$ cat src/rtl/uart_tx_pkg.sv
// Shared UART definitions, used by both the transmit and receive sides.
//   CLK_DIV_115200 : clock cycles per bit for 115200 baud from a 27 MHz clock
//   uart_state_t   : serializer / deserializer state encoding
package uart_tx_pkg;

  localparam int CLK_DIV_115200 = 234;

  typedef enum logic [1:0] {
    ST_IDLE  = 2'd0,
    ST_START = 2'd1,
    ST_DATA  = 2'd2,
    ST_STOP  = 2'd3
  } uart_state_t;

endpackage

$ cat src/rtl/uart_tx_if.sv
// Host-side bundle of the UART transmitter.
//   master : host; drives tx_wdata, tx_wten, err_clr and watches status / line
//   slave  : uart_tx; receives writes and error clears, drives status and tx_out
interface uart_tx_if;
  logic [7:0] tx_wdata;
  logic       tx_wten;
  logic       err_clr;
  logic       tx_fifo_full;
  logic       tx_fifo_overrun;
  logic       tx_fifo_underrun;
  logic       tx_busy;
  logic       tx_out;

  modport master (
    output tx_wdata, tx_wten, err_clr,
    input  tx_fifo_full, tx_fifo_overrun, tx_fifo_underrun, tx_busy, tx_out
  );

  modport slave (
    input  tx_wdata, tx_wten, err_clr,
    output tx_fifo_full, tx_fifo_overrun, tx_fifo_underrun, tx_busy, tx_out
  );
endinterface

$ cat src/rtl/uart_fifo.sv
// Byte FIFO shared by the UART transmit and receive paths.
//   clk, rst : system clock, synchronous active-high reset
//   push     : write request, ignored while full
//   wdata    : byte written on push
//   pop      : read request, ignored while empty
//   rdata    : head entry; a byte pushed on one edge is visible after that edge
//   count    : registered occupancy, 0 .. 2**FIFO_AW
//   full     : count == 2**FIFO_AW
//   empty    : count == 0
module uart_fifo #(
  parameter int FIFO_AW = 4,
  parameter int DW      = 8
) (
  input  logic             clk,
  input  logic             rst,
  input  logic             push,
  input  logic [DW-1:0]    wdata,
  input  logic             pop,
  output logic [DW-1:0]    rdata,
  output logic [FIFO_AW:0] count,
  output logic             full,
  output logic             empty
);
  localparam int DEPTH = 1 << FIFO_AW;

  logic [DW-1:0]      mem [DEPTH];
  logic [FIFO_AW-1:0] wr_ptr;
  logic [FIFO_AW-1:0] rd_ptr;
  logic               do_push;
  logic               do_pop;

  assign full    = (count == (FIFO_AW+1)'(DEPTH));
  assign empty   = (count == '0);
  // full comes from the registered count, so a write while full is dropped
  // even when a pop happens in the same cycle.
  assign do_push = push & ~full;
  assign do_pop  = pop & ~empty;
  assign rdata   = mem[rd_ptr];

  always_ff @(posedge clk) begin
    if (rst) begin
      wr_ptr <= '0;
      rd_ptr <= '0;
      count  <= '0;
    end else begin
      if (do_push) wr_ptr <= wr_ptr + 1'b1;
      if (do_pop)  rd_ptr <= rd_ptr + 1'b1;
      case ({do_push, do_pop})
        2'b10:   count <= count + 1'b1;
        2'b01:   count <= count - 1'b1;
        default: count <= count;
      endcase
    end
  end

  // Storage needs no reset: the pointers define what is valid.
  always_ff @(posedge clk) begin
    if (do_push) mem[wr_ptr] <= wdata;
  end
endmodule

$ cat src/rtl/uart_tx.sv
// UART transmitter: byte FIFO feeding an 8N1 serializer.
//   clk, rst : system clock, synchronous active-high reset
//   bus      : uart_tx_if.slave
//     tx_wdata/tx_wten  : byte write, one per cycle while tx_wten is high
//     err_clr           : clears the sticky overrun flag (a new set wins)
//     tx_fifo_full      : FIFO holds 2**FIFO_AW bytes
//     tx_fifo_overrun   : sticky, a write hit a full FIFO
//     tx_fifo_underrun  : sticky, always 0 (pops only happen when non-empty)
//     tx_busy           : serializer is not idle
//     tx_out            : registered serial line, idle high
//
// state    | meaning
// ST_IDLE  | line high; pops the next byte as soon as the FIFO is non-empty
// ST_START | line low for CLK_DIV cycles
// ST_DATA  | 8 data bits LSB first, CLK_DIV cycles each
// ST_STOP  | line high for CLK_DIV cycles, then back to idle
module uart_tx
  import uart_tx_pkg::*;
#(
  parameter int CLK_DIV = CLK_DIV_115200,
  parameter int FIFO_AW = 4
) (
  input  logic     clk,
  input  logic     rst,
  uart_tx_if.slave bus
);
  localparam int                BAUD_W    = (CLK_DIV > 1) ? $clog2(CLK_DIV) : 1;
  localparam logic [BAUD_W-1:0] BAUD_LAST = BAUD_W'(CLK_DIV - 1);

  uart_state_t       state_q, state_d;
  logic [BAUD_W-1:0] baud_q, baud_d;
  logic [2:0]        bit_q, bit_d;
  logic [7:0]        shreg_q, shreg_d;
  logic              tx_q, tx_d;
  logic              overrun_q;

  logic              fifo_pop;
  logic [7:0]        fifo_rdata;
  logic [FIFO_AW:0]  fifo_count;
  logic              fifo_full;
  logic              fifo_empty;
  logic              unused_fifo_count;

  uart_fifo #(
    .FIFO_AW (FIFO_AW),
    .DW      (8)
  ) u_fifo (
    .clk   (clk),
    .rst   (rst),
    .push  (bus.tx_wten),
    .wdata (bus.tx_wdata),
    .pop   (fifo_pop),
    .rdata (fifo_rdata),
    .count (fifo_count),
    .full  (fifo_full),
    .empty (fifo_empty)
  );

  assign unused_fifo_count = ^fifo_count;

  always_ff @(posedge clk) begin
    if (rst) begin
      state_q <= ST_IDLE;
      baud_q  <= '0;
      bit_q   <= '0;
      shreg_q <= '0;
      tx_q    <= 1'b1;
    end else begin
      state_q <= state_d;
      baud_q  <= baud_d;
      bit_q   <= bit_d;
      shreg_q <= shreg_d;
      tx_q    <= tx_d;
    end
  end

  // tx_d is the line level for the state being entered, so tx_out switches
  // on the same edge as the state register.
  always_comb begin
    state_d  = state_q;
    baud_d   = baud_q;
    bit_d    = bit_q;
    shreg_d  = shreg_q;
    tx_d     = tx_q;
    fifo_pop = 1'b0;
    unique case (state_q)
      ST_IDLE: begin
        tx_d = 1'b1;
        if (!fifo_empty) begin
          fifo_pop = 1'b1;
          shreg_d  = fifo_rdata;
          baud_d   = '0;
          bit_d    = '0;
          state_d  = ST_START;
          tx_d     = 1'b0;
        end
      end
      ST_START: begin
        if (baud_q == BAUD_LAST) begin
          baud_d  = '0;
          state_d = ST_DATA;
          tx_d    = shreg_q[0];
        end else begin
          baud_d = baud_q + 1'b1;
        end
      end
      ST_DATA: begin
        if (baud_q == BAUD_LAST) begin
          baud_d = '0;
          if (bit_q == 3'd7) begin
            state_d = ST_STOP;
            tx_d    = 1'b1;
          end else begin
            bit_d   = bit_q + 1'b1;
            shreg_d = {1'b0, shreg_q[7:1]};
            tx_d    = shreg_q[1];
          end
        end else begin
          baud_d = baud_q + 1'b1;
        end
      end
      ST_STOP: begin
        tx_d = 1'b1;
        if (baud_q == BAUD_LAST) begin
          baud_d  = '0;
          state_d = ST_IDLE;
        end else begin
          baud_d = baud_q + 1'b1;
        end
      end
      default: state_d = ST_IDLE;
    endcase
  end

  // A new overrun in the same cycle as err_clr takes priority over the clear.
  always_ff @(posedge clk) begin
    if (rst) begin
      overrun_q <= 1'b0;
    end else if (bus.tx_wten && fifo_full) begin
      overrun_q <= 1'b1;
    end else if (bus.err_clr) begin
      overrun_q <= 1'b0;
    end
  end

  assign bus.tx_fifo_full     = fifo_full;
  assign bus.tx_fifo_overrun  = overrun_q;
  assign bus.tx_fifo_underrun = 1'b0;
  assign bus.tx_busy          = (state_q != ST_IDLE);
  assign bus.tx_out           = tx_q;
endmodule

$ cat src/flat_wrapper.sv
// flat-port wrapper written by rule: the top's interface ports become plain ports
module uart_tx_flat import uart_tx_pkg::*;
#(
  parameter int CLK_DIV = CLK_DIV_115200,
  parameter int FIFO_AW = 4
)
  (clk, rst, bus_tx_wdata, bus_tx_wten, bus_err_clr, bus_tx_fifo_full, bus_tx_fifo_overrun, bus_tx_fifo_underrun, bus_tx_busy, bus_tx_out);
  uart_tx_if bus_i ();
  input  logic clk;
  input  logic rst;
  input wire logic [$bits(bus_i.tx_wdata)-1:0] bus_tx_wdata;
  input wire logic [$bits(bus_i.tx_wten)-1:0] bus_tx_wten;
  input wire logic [$bits(bus_i.err_clr)-1:0] bus_err_clr;
  output wire logic [$bits(bus_i.tx_fifo_full)-1:0] bus_tx_fifo_full;
  output wire logic [$bits(bus_i.tx_fifo_overrun)-1:0] bus_tx_fifo_overrun;
  output wire logic [$bits(bus_i.tx_fifo_underrun)-1:0] bus_tx_fifo_underrun;
  output wire logic [$bits(bus_i.tx_busy)-1:0] bus_tx_busy;
  output wire logic [$bits(bus_i.tx_out)-1:0] bus_tx_out;
  assign bus_i.tx_wdata = bus_tx_wdata;
  assign bus_i.tx_wten = bus_tx_wten;
  assign bus_i.err_clr = bus_err_clr;
  assign bus_tx_fifo_full = bus_i.tx_fifo_full;
  assign bus_tx_fifo_overrun = bus_i.tx_fifo_overrun;
  assign bus_tx_fifo_underrun = bus_i.tx_fifo_underrun;
  assign bus_tx_busy = bus_i.tx_busy;
  assign bus_tx_out = bus_i.tx_out;
  uart_tx #(.CLK_DIV(CLK_DIV), .FIFO_AW(FIFO_AW)) u_core (.clk(clk), .rst(rst), .bus(bus_i));
endmodule
$ cat config.mk
export PLATFORM = sky130hd
export DESIGN_NAME = uart_tx_flat
export DESIGN_NICKNAME = d
export VERILOG_FILES = /design/src/rtl/uart_tx_pkg.sv /design/src/rtl/uart_tx_if.sv /design/src/rtl/uart_fifo.sv /design/src/rtl/uart_tx.sv /design/src/flat_wrapper.sv
export SDC_FILE = /design/constraint.sdc
export NUM_CORES = 1
export LEC_CHECK = 0
export CORE_MARGIN = 3
export CORE_UTILIZATION = 55
export DETAILED_ROUTE_END_ITERATION = 10
export GPL_TIMING_DRIVEN = 0
export PLACE_DENSITY = 0.69
export SLEW_MARGIN = 40
export SYNTH_ARGS = -nofsm -noshare
export SYNTH_HDL_FRONTEND = slang
export SYNTH_SLANG_ARGS = --single-unit
$ cat constraint.sdc
create_clock -name clk -period 3.7 [get_ports clk]
set_input_delay 0.74 -clock clk [delete_from_list [all_inputs] [get_ports clk]]
set_output_delay 0.74 -clock clk [all_outputs]
set_load 0.02 [all_outputs]
==> flow_metrics.tcl, run 1 <==
set metrics [dict create \
    p_int_mw 3.80 \
    post-place-ws_ns -0.484 \
    synth.distinct_cells 50 \
    synth_commonest_cells "128 x edfxtp_1, 50 x nand2_1, 45 x nor2_1" \
    drv_slew 0 \
    start_util_pct 57.3 \
    switching_power_mw 1.55 \
    dpl.cell_count 665 \
    drt-pass1-iter-count 5 \
    holdWs_ns 0.458 \
    yosys.area.top_type "edfxtp_1" \
    synth_area_um2 7020 \
    synthesis.instances 482 \
    met1_usage_pct 27.7 \
    finalSetupViolations 0 \
    syn_area_per_cell_um2 14.6 \
    path_depth 12 \
    worstHoldEndpoint "u_core.shreg_q[4]" \
    grt_usage_pct 20.6 \
    relSlewSlack_pct 43.9 \
    grt_util_met3_pct 5.70 \
    viasPerCell 5.78 \
    grt_max_degree 17 \
    path_cells "buf_2 -> or4_4 -> o21ai_4 -> inv_1 -> ha_1 -> clkbuf_1 -> xor2_1 -> ha_1 -> o41ai_1 -> a211oi_1 -> a2111oi_2 -> mux2_1" \
    cp.required_ns 4.01 \
    crit_family "compound AO/OA/AOI/OAI gates" \
    fmax_mhz 288 \
    fin_skew_ns 0.0118 \
    p_total_mw 5.35 \
    min_period_over_period_pct 93.8 \
    p_sw_share_pct 28.9 \
    cp_max_fo 10 \
    r2r_setup_slack_ns 0.23 \
    die_h_um 119 \
    p_seq_share_pct 41.8 \
    ant_nets 0 \
    ys_async_sr_fraction_pct 0 \
    cap_violations 0 \
    yosysTopAreaCellShare_pct 54.7 \
    gr-usage-met2_pct 32.6 \
    power_frac_clock_pct 32.9 \
    worst-path-buf-inv 3 \
    antenna_found_initial 0 \
    ir_drop_mv 0.456 \
    post_dp_cell_area_um2 7400 \
    drive_gt1_share_pct 14.2 \
    p_per_area_nw_per_um2 670 \
    synth-edff-count 128 \
    power.leakage_nw 2.66 \
    yosysSeqAreaShare_pct 66.1 \
    area.growth.synth_to_final_pct 13.8 \
    reg2reg_from "u_core.u_fifo.count[2]" \
    synth_most_common_cell "edfxtp_1" \
    io_buffer_count 15 \
    cts_hold_buffers 0 \
    hpwl_um 9130 \
    worstPathArrival_ns 3.78 \
    hp-class "register to register" \
    core_area_um2 12300 \
    final_cell_area_um2 7990 \
    cp_common_cell "ha_1" \
    cts_buffers 17 \
    insertion_delay_ns 0.43 \
    finalCriticalPeriod_ns 3.47 \
    worstSetupPathType "register to register" \
    synth_flop_cell "edfxtp_1" \
    synthTopCellsByArea "edfxtp_1 55%, dfxtp_1 11%, mux4_2 8.3%" \
    cts.sinks 168 \
    fillers 897 \
    synth_warnings 0 \
    vias 4018 \
    clockBufferDepth 2 \
    ioPinCount 17 \
    yosys_register_bits 168 \
    layout.cells.non_filler 695 \
    cp_slowest_cell "or4_4" \
    gp_congestion 0.837 \
    clkTransAtPathRegs_ns 0.06 \
    post-route-drc-count 0 \
    status "completed" \
    cp-end-kind "register" \
    die_area_um2 14200 \
    timing.rr.end "u_core.u_fifo.count[4]" \
    hold_path.startpoint "u_core.shreg_q[4]" \
    combPwrFrac_pct 25.4 \
    syn-num-nets 510 \
    clockRootBuffer "clkbuf_16" \
    r2r_cells 12 \
    busiest_layer "met2" \
    startpoint_type "register" \
    rsz0062_at_grt "false" \
    worst_slack_ns 0.230 \
    wire_per_inst_um 19.8 \
    drt_iter0_drc 292 \
    max_stage_delay_ns 0.56 \
    grt_first_pass_wirelength_um 21900 \
    diodes 0 \
    whs_path_depth 2 \
    htreeDepth 4 \
    rows 40 \
    tightest_slew_ns 0.839 \
    overflow 0 \
    grt_pass1_vias 4033 \
    layout.nets 544 \
    die_w_um 119 \
    cts_tree "done" \
    drt_wl_total_um 13800 \
    finalHoldViolCount 0 \
]
## cells by family (layout without fill, tap and decap cells)
group	count (synthesis)	in the layout	share of synthesized area [%]
flip-flops	168	168	66.1
AND/OR/NAND/NOR	147	147	9.80
XOR/XNOR	15	15	1.87
AO/OA/AOI/OAI	55	55	6.09
buffers and inverters	36	81	2.28
adder cells (fa/ha/maj)	16	16	2.85
other	1	1	0.0534
multiplexers	44	44	10.9
## cell type report
| type | instances | area (µm²) | area share, % |
|---|---|---|---|
| Inverter | 11 | 41.3 | 0.517 |
| Sequential cell | 168 | 4640 | 58.1 |
| Clock buffer | 18 | 429 | 5.37 |
| Multi-Input combinational cell | 278 | 2240 | 28.1 |
| Buffer | 25 | 119 | 1.49 |
| Tap cell | 168 | 210 | 2.63 |
| Timing Repair Buffer | 15 | 150 | 1.88 |
| Clock inverter | 12 | 153 | 1.91 |
## cell usage in the layout, fill, tap and decap left out, types with 6 or more instances in the layout
| cell | synthesis | layout |
|---|---|---|
| mux2i_1 | 17 | 17 |
| mux4_2 | 26 | 26 |
| clkdlybuf4s50_1 | 0 | 15 |
| ha_1 | 16 | 16 |
| xor2_1 | 11 | 11 |
| clkbuf_16 | 0 | 17 |
| nand2_1 | 50 | 50 |
| nand4_1 | 13 | 13 |
| nor2_1 | 45 | 45 |
| clkbuf_1 | 12 | 13 |
| inv_1 | 11 | 11 |
| nand2b_1 | 11 | 11 |
| edfxtp_1 | 128 | 128 |
| dfxtp_1 | 40 | 40 |
| a21oi_1 | 16 | 16 |
| o21ai_0 | 6 | 6 |
| a221oi_1 | 7 | 7 |
| a221o_1 | 7 | 7 |
| buf_2 | 8 | 8 |
## timing repair
item | CTS | global route
setup buffers | 0 | 0
endpoints found under the setup margin | 1 | 0
hold endpoints to repair | 0 | 0
gates resized for setup | 1 | 0
## tightest hold or removal path: stages, from the launching register on
cell,delay (ns)
dfxtp_1,0.31
nand2_1,0.05
a21oi_1,0.05
## registers in the layout (all words and copies together) (netlist names), named ones only
name and cells:
u_core.state_q 2, u_core.u_fifo.count 5, u_core.u_fifo.mem 128, u_core.u_fifo.rd_ptr 4, u_core.u_fifo.wr_ptr 4, u_core.bus.tx_out 1, u_core.baud_q 8, u_core.bit_q 3
u_core.shreg_q 8, u_core.bus.tx_fifo_overrun 1
## per-stage QoR
| step | setup TNS [ns] | util, % |
|---|---|---|
| detailed placement | -0.484 | 60.4 |
| finish | 0 | 65.2 |
| global route | 0 | 65.2 |
| CTS | 0 | 65.2 |
| global placement | -0.321 | 60.2 |
| floorplan | 0 | - |
## layer usage
metal | up-vias | routed length (µm) | part of all wire (%)
li1 | 1888 | - | -
met1 | 2027 | 6240 | 45
met3 | 14 | 648 | 4.7
met2 | 89 | 6710 | 49
met4 | 0 | 197 | 1.4
met5 | - | 0 | 0
## power by group through the flow
stage	Combinational, mW	Sequential, mW	Clock [mW]
final	1.36	2.24	1.76
after global routing	1.50	2.25	1.86
after CTS	1.37	2.24	1.78
after detailed placement	1.34	2.27	0
after global placement	1.32	2.27	0
after floorplan	1.02	2.26	0
## worst max-delay path by stage
stage / endpoint / slack (ns) / startpoint
2_1_floorplan: u_core.u_fifo.count[4] / 0.55 / bus_tx_wten
3_3_place_gp: u_core.u_fifo.count[4] / -0.32 / bus_tx_wten
3_5_place_dp: u_core.u_fifo.count[4] / -0.48 / bus_tx_wten
4_1_cts: u_core.u_fifo.count[4] / 0.19 / u_core.u_fifo.count[2]
5_1_grt: u_core.u_fifo.count[4] / 0.01 / bus_tx_wten
6_report: u_core.u_fifo.count[4] / 0.23 / u_core.u_fifo.count[2]
No activity file was read; power rests on OpenSTA's default activity.
==> inputs of run 2 (changes only) <==
--- a/config.mk
+++ b/config.mk
@@ -5,6 +5,7 @@
 export SDC_FILE = /design/constraint.sdc
 export NUM_CORES = 1
 export LEC_CHECK = 0
+export CORE_ASPECT_RATIO = 0.9
 export CORE_MARGIN = 3
 export CORE_UTILIZATION = 55
 export DETAILED_ROUTE_END_ITERATION = 10
==> flow_metrics.tcl, run 2 (synthesis results as in run 1) <==
set metrics [dict create \
    postCtsSetupRepairBufs 0 \
    grt_first_pass_wirelength_um 22300 \
    drive_gt1_share_pct 14.9 \
    drv_slew 0 \
    grt_pass1_vias 4111 \
    min_period_over_period_pct 90.6 \
    relSlewSlack_pct 46.1 \
    cts_buffers 17 \
    cp.required_ns 4.01 \
    cp_slowest_cell "or4_4" \
    clkTransAtPathRegs_ns 0.06 \
    post-route-drc-count 0 \
    final_cell_mix "128 x edfxtp_1, 50 x nand2_1, 42 x nor2_1" \
    met1_length_um 6190 \
    wl_met2_um 6410 \
    top_register "u_core.u_fifo.mem" \
    post-route-util_pct 65.6 \
    largest_reg_flops 128 \
    cts_hold_buffers 0 \
    htreeDepth 4 \
    ant_nets 0 \
    worst-path-buf-inv 3 \
    vias 4059 \
    cp-end-kind "register" \
    rows 38 \
    finalCriticalPeriod_ns 3.35 \
    path_cells "buf_2 -> or4_4 -> o21ai_4 -> inv_1 -> ha_1 -> clkbuf_1 -> xor2_1 -> ha_1 -> o41ai_1 -> a211oi_1 -> a2111oi_2 -> mux2_1" \
    hpwl_um 9170 \
    r2r_setup_slack_ns 0.35 \
    gp_congestion 0.847 \
    worstPathArrival_ns 3.67 \
    fin_skew_ns 0.0111 \
    crit_family "compound AO/OA/AOI/OAI gates" \
    cp_common_cell "ha_1" \
    worst_slack_ns 0.347 \
    wl_met3_um 865 \
    die_area_um2 14200 \
    max_stage_delay_ns 0.56 \
    clockBufferDepth 2 \
    hp-class "register to register" \
    post_dp_cell_area_um2 7390 \
    status "completed" \
    ir_drop_mv 0.500 \
    diodes 0 \
    cts_tree "done" \
    cp_max_fo 10 \
    drt-pass1-iter-count 5 \
    worstSetupPathType "register to register" \
    finalSetupViolations 0 \
    p_per_area_nw_per_um2 685 \
    cts.sinks 168 \
    finalHoldViolCount 0 \
    io_buffer_count 15 \
    wire_per_inst_um 19.8 \
    highest_layer "met4" \
    fmax_mhz 298 \
    start_util_pct 57.3 \
    drt_iter0_drc 428 \
    layout.nets 544 \
    cap_violations 0 \
    die_h_um 113 \
    insertion_delay_ns 0.43 \
    layout.cells.non_filler 689 \
    clockRootBuffer "clkbuf_16" \
    tightest_slew_ns 0.806 \
    power.leakage_nw 2.70 \
    antenna_found_initial 0 \
    dpl.cell_count 657 \
    grt_max_degree 17 \
    grt_usage_pct 20.9 \
    die_w_um 125 \
    largest_registers "u_core.u_fifo.mem x128, u_core.baud_q x8, u_core.shreg_q x8" \
    overflow 0 \
    final_common_cell "edfxtp_1" \
    rsz0062_at_grt "false" \
    post_cts_resized 0 \
    post-place-ws_ns -0.355 \
    final_cell_area_um2 8050 \
    core_area_um2 12300 \
    viasPerCell 5.89 \
    drt_wl_total_um 13700 \
    ioPinCount 17 \
    area.growth.synth_to_final_pct 14.6 \
    startpoint_type "register" \
]
-- run 2: cell types whose count changed in the layout (fill, tap and decap cells not counted) --
cell	change
a21boi_2	-1
clkinv_4	-2
clkinvlp_4	-2
inv_6	-2
clkbuf_1	+3
nor2_1	-3
clkbuf_8	+2
bufinv_16	+2
nor2_2	+3
clkinv_1	-2
clkinv_2	+3
a21boi_4	+1
-- run 2: area by class of cell --
type | instances | area (µm²)
buffer | 25 | 119
clock buffer | 23 | 468
clock inverter | 9 | 170
fill | 872 | 4220
inverter | 11 | 41.3
multi-input combinational | 278 | 2260
sequential | 168 | 4640
tap | 160 | 200
timing repair buffer | 15 | 150
-- run 2: final timing paths --
path / startpoint / endpoint / depth (start not counted)
setup / recovery: u_core.u_fifo.count[2] / u_core.u_fifo.count[4] / 12
hold / removal: u_core.shreg_q[5] / u_core.shreg_q[5] / 2
setup reg to reg: u_core.u_fifo.count[2] / u_core.u_fifo.count[4] / 12
hold reg to reg: u_core.shreg_q[5] / u_core.shreg_q[5] / 2
-- run 2: worst register-to-register path, cell delays in order, from the launching register on --
cell       delay [ns]
dfxtp_1          0.29
buf_2            0.17
or4_4            0.56
o21ai_4          0.21
inv_1            0.14
ha_1             0.20
clkbuf_1         0.20
xor2_1           0.19
ha_1             0.27
o41ai_1          0.27
a211oi_1         0.10
a2111oi_2        0.28
mux2_1           0.35
-- run 2: report_power, final --
group | switching, mW | total, mW | internal [mW]
combinational | 0.779 | 1.37 | 0.594
sequential | 0.0802 | 2.24 | 2.16
clock | 0.673 | 1.90 | 1.23
total | 1.53 | 5.51 | 3.98
-- run 2: metrics by stage --
stage / setup TNS [ns] / hold WS (ns) / power [mW]
detailed placement: -0.355 / 0.443 / 3.63
floorplan: 0 / 0.432 / 3.28
global route: 0 / 0.478 / 5.79
finish: 0 / 0.453 / 5.51
CTS: 0 / 0.452 / 5.53
global placement: -0.339 / 0.441 / 3.60
-- run 2: per-layer routing --
metal | track usage, % | up-vias
met5 | 0 | -
met4 | 7.88 | 0
met3 | 6.09 | 15
met2 | 32.4 | 105
met1 | 28.6 | 2038
li1 | - | 1901
==> inputs of run 3 (changes only) <==
--- a/config.mk
+++ b/config.mk
@@ -11,6 +11,7 @@
 export DETAILED_ROUTE_END_ITERATION = 10
 export GPL_TIMING_DRIVEN = 0
 export PLACE_DENSITY = 0.69
+export SKIP_CTS_REPAIR_TIMING = 1
 export SLEW_MARGIN = 40
 export SYNTH_ARGS = -nofsm -noshare
 export SYNTH_HDL_FRONTEND = slang
==> results of run 3 <==
No change in the layout: final DEF, timing and power equal those of run 2.
